### src/rtl/adc_spi_pkg.sv
// adc_spi_pkg
//   Shared definitions for the ADC SPI reader: the frame FSM state type,
//   default width/timing constants and the overrun counter width.
package adc_spi_pkg;

  typedef enum logic [1:0] {
    IDLE    = 2'd0,
    CONVERT = 2'd1,
    SHIFT   = 2'd2
  } adc_spi_state_t;

  localparam int DEF_DATA_WIDTH  = 24;  // bits per ADC sample
  localparam int DEF_CONV_CYCLES = 80;  // clk cycles CNV is held high
  localparam int DEF_SCK_HALF    = 2;   // clk cycles per SCK half-period (1..255)
  localparam int OVR_CNT_W       = 16;  // width of the optional overrun counter

endpackage

### src/rtl/adc_spi_sck_gen.sv
// adc_spi_sck_gen
//   SPI clock generator for the shift phase. While en is high it divides clk
//   by SCK_HALF to produce a CPOL=0 sck that starts low, and reports the
//   cycles on which sck is about to rise or fall. Everything returns to the
//   idle state (sck low, counters zero) as soon as en drops.
// Ports:
//   clk, resetn : system clock, asynchronous active-low reset
//   en          : run the divider (high for the whole shift phase)
//   sck         : SPI clock output
//   rise, fall  : strobes, high on the clk cycle whose edge drives sck high/low
//   done        : high while the final (EDGES-th) sck pulse is in progress
module adc_spi_sck_gen #(
  parameter int SCK_HALF = 2,
  parameter int EDGES    = 24
) (
  input  logic clk,
  input  logic resetn,
  input  logic en,
  output logic sck,
  output logic rise,
  output logic fall,
  output logic done
);

  localparam int EW = $clog2(EDGES + 1);

  logic [7:0]    div_cnt_reg;
  logic          sck_reg;
  logic [EW-1:0] fall_cnt_reg;
  logic          tick;

  // tick marks the last clk cycle of an sck half-period
  assign tick = en && (div_cnt_reg == 8'(SCK_HALF - 1));
  assign rise = tick && !sck_reg;
  assign fall = tick && sck_reg;
  // all earlier pulses have completed, so the current one is the last
  assign done = en && (fall_cnt_reg == EW'(EDGES - 1));
  assign sck  = sck_reg;

  always_ff @(posedge clk or negedge resetn) begin
    if (!resetn) begin
      div_cnt_reg  <= '0;
      sck_reg      <= 1'b0;
      fall_cnt_reg <= '0;
    end else if (!en) begin
      div_cnt_reg  <= '0;
      sck_reg      <= 1'b0;
      fall_cnt_reg <= '0;
    end else begin
      div_cnt_reg <= tick ? 8'd0 : div_cnt_reg + 8'd1;
      if (tick) begin
        sck_reg <= !sck_reg;
      end
      if (fall) begin
        fall_cnt_reg <= fall_cnt_reg + EW'(1);
      end
    end
  end

endmodule

### src/rtl/adc_spi_reader.sv
// adc_spi_reader
//   Drives a conversion-start / SPI-readout cycle on a serial ADC for every
//   accepted trigger pulse and presents each captured sample on an
//   AXI-Stream style output with a one-entry holding register.
// Ports:
//   clk, resetn        : system clock (rising edge), asynchronous active-low reset
//   trigger            : single-cycle start pulse
//   cnv                : ADC conversion start, high for CONV_CYCLES cycles
//   cs_n, sck, sdo     : SPI chip select (active low), clock (CPOL=0), data in (MSB first)
//   m_axis_tdata/tvalid/tready : captured sample output
//   busy               : a frame is in progress
//   overrun            : sticky flag, a trigger was ignored or a sample was dropped
//   overrun_count      : (only with ADC_SPI_READER_OVERRUN_CNT_EN defined)
//                        saturating count of overrun events
// Build option:
//   ADC_SPI_READER_OVERRUN_CNT_EN adds the overrun_count output and its counter.
module adc_spi_reader
  import adc_spi_pkg::*;
#(
  parameter int DATA_WIDTH  = DEF_DATA_WIDTH,
  parameter int CONV_CYCLES = DEF_CONV_CYCLES,
  parameter int SCK_HALF    = DEF_SCK_HALF
) (
  input  logic                  clk,
  input  logic                  resetn,
  input  logic                  trigger,
  output logic                  cnv,
  output logic                  cs_n,
  output logic                  sck,
  input  logic                  sdo,
  output logic [DATA_WIDTH-1:0] m_axis_tdata,
  output logic                  m_axis_tvalid,
  input  logic                  m_axis_tready,
  output logic                  busy,
  output logic                  overrun
`ifdef ADC_SPI_READER_OVERRUN_CNT_EN
  ,
  output logic [OVR_CNT_W-1:0]  overrun_count
`endif
);

  localparam int CW = $clog2(CONV_CYCLES + 1);

  adc_spi_state_t        state_reg, state_next;
  logic [CW-1:0]         conv_cnt_reg;
  logic [DATA_WIDTH-1:0] shift_reg;
  logic [DATA_WIDTH-1:0] tdata_reg;
  logic                  tvalid_reg;
  logic                  overrun_reg;

  logic sck_rise, sck_fall, sck_done;
  logic conv_done, shift_exit, accept, drop, trig_ignored;

  adc_spi_sck_gen #(
    .SCK_HALF (SCK_HALF),
    .EDGES    (DATA_WIDTH)
  ) u_sck_gen (
    .clk    (clk),
    .resetn (resetn),
    .en     (state_reg == SHIFT),
    .sck    (sck),
    .rise   (sck_rise),
    .fall   (sck_fall),
    .done   (sck_done)
  );

  assign conv_done    = (conv_cnt_reg == CW'(CONV_CYCLES - 1));
  // the falling edge of the final sck pulse ends the frame
  assign shift_exit   = sck_fall && sck_done;
  // the holding register can take a new sample if empty or being drained now
  assign accept       = !tvalid_reg || m_axis_tready;
  assign drop         = shift_exit && !accept;
  assign trig_ignored = trigger && busy;

  always_ff @(posedge clk or negedge resetn) begin
    if (!resetn) begin
      state_reg <= IDLE;
    end else begin
      state_reg <= state_next;
    end
  end

  always_comb begin
    state_next = state_reg;
    cnv        = 1'b0;
    cs_n       = 1'b1;
    busy       = 1'b1;
    case (state_reg)
      IDLE: begin
        busy = 1'b0;
        if (trigger) begin
          state_next = CONVERT;
        end
      end
      CONVERT: begin
        cnv = 1'b1;
        if (conv_done) begin
          state_next = SHIFT;
        end
      end
      SHIFT: begin
        cs_n = 1'b0;
        if (shift_exit) begin
          state_next = IDLE;
        end
      end
      default: begin
        state_next = IDLE;
      end
    endcase
  end

  always_ff @(posedge clk or negedge resetn) begin
    if (!resetn) begin
      conv_cnt_reg <= '0;
      shift_reg    <= '0;
      tdata_reg    <= '0;
      tvalid_reg   <= 1'b0;
      overrun_reg  <= 1'b0;
    end else begin
      conv_cnt_reg <= (state_reg == CONVERT) ? conv_cnt_reg + CW'(1) : '0;

      // sdo is taken on the cycle that drives sck high, MSB first
      if (sck_rise) begin
        shift_reg <= {shift_reg[DATA_WIDTH-2:0], sdo};
      end

      // a reload wins over the handshake that empties the register
      if (shift_exit && accept) begin
        tdata_reg  <= shift_reg;
        tvalid_reg <= 1'b1;
      end else if (tvalid_reg && m_axis_tready) begin
        tvalid_reg <= 1'b0;
      end

      if (drop || trig_ignored) begin
        overrun_reg <= 1'b1;
      end
    end
  end

  assign m_axis_tdata  = tdata_reg;
  assign m_axis_tvalid = tvalid_reg;
  assign overrun       = overrun_reg;

`ifdef ADC_SPI_READER_OVERRUN_CNT_EN
  logic [OVR_CNT_W-1:0] ovr_cnt_reg;
  logic [OVR_CNT_W:0]   ovr_sum;

  // a dropped sample and an ignored trigger in the same cycle count as two
  assign ovr_sum = {1'b0, ovr_cnt_reg} + (OVR_CNT_W + 1)'(drop) + (OVR_CNT_W + 1)'(trig_ignored);

  always_ff @(posedge clk or negedge resetn) begin
    if (!resetn) begin
      ovr_cnt_reg <= '0;
    end else if (ovr_sum[OVR_CNT_W]) begin
      ovr_cnt_reg <= '1;
    end else begin
      ovr_cnt_reg <= ovr_sum[OVR_CNT_W-1:0];
    end
  end

  assign overrun_count = ovr_cnt_reg;
`endif

endmodule

### config.mk
export PLATFORM = sky130hd
export DESIGN_NAME = adc_spi_reader
export DESIGN_NICKNAME = d
export VERILOG_FILES = /design/src/rtl/adc_spi_pkg.sv /design/src/rtl/adc_spi_sck_gen.sv /design/src/rtl/adc_spi_reader.sv
export SDC_FILE = /design/constraint.sdc
export NUM_CORES = 1
export LEC_CHECK = 0
export ABC_AREA = 1
export BUFFER_PORTS_ARGS = -buffer_cell sky130_fd_sc_hd__clkbuf_2
export CORE_MARGIN = 1.5
export CORE_UTILIZATION = 62
export CTS_CLUSTER_SIZE = 12
export DETAILED_ROUTE_END_ITERATION = 16
export PLACE_DENSITY = 0.84
export SYNTH_ARGS = -nofsm -noshare
export SYNTH_HDL_FRONTEND = slang
export SYNTH_HIERARCHICAL = 1
export SYNTH_SLANG_ARGS = --single-unit
### constraint.sdc
create_clock -name clk -period 5.8 [get_ports clk]
set_input_delay 0.58 -clock clk [delete_from_list [all_inputs] [get_ports clk]]
set_output_delay 0.58 -clock clk [all_outputs]
set_load 0.05 [all_outputs]
==> out/results.ini <==
[synthesis]
syn_nets = 346
synth_top_area_share = 0.5894
synth_area_sq_um = 3099
synth_edf_count = 0
ys.flop_type = dfrtp_1
synth.distinct_cells = 26
avgSynthCellArea_sq_um = 9.197
synth_top_area_cell = dfrtp_1
ys_seq_area_frac = 0.5894
syn_inst = 337
netlist_top_cells_area = dfrtp_1, nand2_1, inv_1
synth-seq-cells = 73
synth_async_sr_flop_share = 1.000
synth_warnings = 6

[global_route]
overflow = 0
grt_pass1_wl_um = 9114
grt_pass1_vias = 2116
grt_antenna_before_repair = 0
grt_max_degree = 74
grtUsageTotal = 0.2274

[sta]
final_hold_viol_count = 0
skew_ns = 0.01032
rsz0062_at_grt = no
tightest_slew_ns = 0.9552
period_share = 0.5789
maxSlewHeadroom = 0.3609
fmax_ghz = 0.2978
fin_crit_ns = 3.358
finalSetupViolations = 0
drv_slew = 0
finalSetupTns_ns = 0
setup_ws_ns = 2.443

[power]
swShare = 0.2504
p_leak_uw = 0.001665
powerDensity_nw_per_um2 = 272.7
power.internal_uw = 709.0
combPwrFrac = 0.058
fin_total_pwr_uw = 945.8
seq_power_share = 0.573
ir_drop_v = 0.0002022
p_sw_uw = 236.8
power_frac_clock = 0.369

[final_layout]
syn_to_final_growth_pct = 11.91
final_core_util = 0.7295
final_nets = 381
drive_gt1_frac = 0.1777
num_antenna_cells = 0

[routing]
ant_nets = 0
route.detailed.drc = 0
wl_um = 5380
drtPass1Iterations = 4
via_count = 2256
wire_per_inst_um = 12.12
viasPerCell = 5.081
drt_iter0_markers = 170

[clock_network]
cts-hold-fix-buffers = 0
cts-resized-gates = 0
insertion_delay_ns = 0.35
clock-root-buffer = clkbuf_8
postCtsSetupRepairBufs = 0
cts_tree = done
cts.htree.levels = 3
numCtsBuffers = 9
cts_max_path_buffers = 2
cts_sinks = 73
path_clk_slew_ns = 0.08

[critical_path]
cpMaxStageDelayCell = nand3_2
path_common_cell = inv_1
worstPathRequired_ns = 6.03
end_kind = register
critical_path.top_delay_family = simple AND/OR/NAND/NOR gates
cp-start-kind = register
cp_max_fo = 48
path_cells = inv_1, nor2_1, inv_1, nor4_1, nand3_2, o21ai_0
critPathKind = reg2reg
slowest_delay_ns = 0.78
crit_buf_inv = 2
crit_arrival_ns = 3.59

[run_status]
outcome = completed

[die]
die_y_um = 73.70
die_area_sq_um = 5432
die_w_um = 73.70
start_util = 0.6518
ios = 35
core.rowCount = 25
core_sq_um = 4755

[placement]
portBuffers = 34
post-dp-hpwl_um = 3519
gp_congestion = 0.8277
post-place-ws_ns = 2.485

[job]
drv_cap = 0

[worst_hold_path]
hp-class = in2async

## cells in the final DEF, fill, tap and decap left out, types with 2 or more instances in the layout
cell      count
a21oi_1       6
buf_4         2
clkbuf_2     33
clkbuf_8     10
clkinv_2      3
dfrtp_1      73
ha_1          4
inv_1        43
nand2_1      79
nand2_2       4
nand3_1      15
nand4_1       6
nor2_1       27
nor2_2        3
nor2_4        2
o21ai_0      31
o21ai_1      17
o21ai_2       4
xor2_1        3
## synthesized netlist by cell type (2+ instances only)
cell type / number
buf_6: 3
nor2_2: 2
xor2_1: 3
o21ai_0: 31
o21ai_1: 17
a21oi_1: 6
nand3_1: 15
nor2_1: 28
nor2_4: 2
o21ai_2: 4
nand4_1: 6
clkbuf_1: 3
nand2_1: 79
nand2_2: 4
ha_1: 4
inv_1: 43
dfrtp_1: 73
buf_2: 6
## cell type report
class | instances | area (sq um)
multi-input combinational | 209 | 1039
tap | 67 | 83.83
sequential | 73 | 1827
clock buffer | 11 | 141.4
fill | 359 | 1286
timing repair buffer | 36 | 185.2
clock inverter | 5 | 31.28
inverter | 43 | 161.4
## layer usage
layer,up-vias,track usage,wire [um]
met1,1060,0.2643,2437
met5,-,0,0
met3,15,0.09191,236
met2,43,0.3734,2599
li1,1138,-,-
met4,0,0.09465,107
## kinds of logic after synthesis
group | after synthesis | share of synthesized area
simple gates | 142 | 0.2067
flops | 73 | 0.5894
compound gates | 60 | 0.1029
buf+inv | 55 | 0.07630
fa+ha+maj | 4 | 0.01615
xor+xnor | 3 | 0.008480
## power by group through the flow
stage	logic, uW	clock network [uW]	registers [uW]
after floorplan	36.9	0	549
after global placement	53.4	0	551
after detailed placement	56.0	0	552
after CTS	56.3	357	543
after global routing	64.9	379	545
final	54.5	349	542
## stage by stage
| stage | hold slack [ns] | std cells | area, sq um |
|---|---|---|---|
| floorplan | 0.2844 | 337 | 3099 |
| global placement | 0.4583 | 428 | 3296 |
| detailed placement | 0.4760 | 428 | 3296 |
| CTS | 0.4336 | 444 | 3468 |
| global route | 0.4526 | 444 | 3468 |
| finish | 0.4276 | 444 | 3468 |
## final timing paths
path,startpoint,end,slack [ns],cells past startpoint
worst max register to register,state_reg[1],m_axis_tdata[3],2.44,6
worst min register to register,shift_reg[20],shift_reg[21],0.48,2
worst max-delay path,state_reg[1],m_axis_tdata[3],2.44,6
max in group asynchronous,resetn,shift_reg[22],4.80,2
min in group clk,sdo,shift_reg[0],0.44,3
worst min-delay path,resetn,u_sck_gen/sck,0.43,2
(Power assumes the default switching activity.)
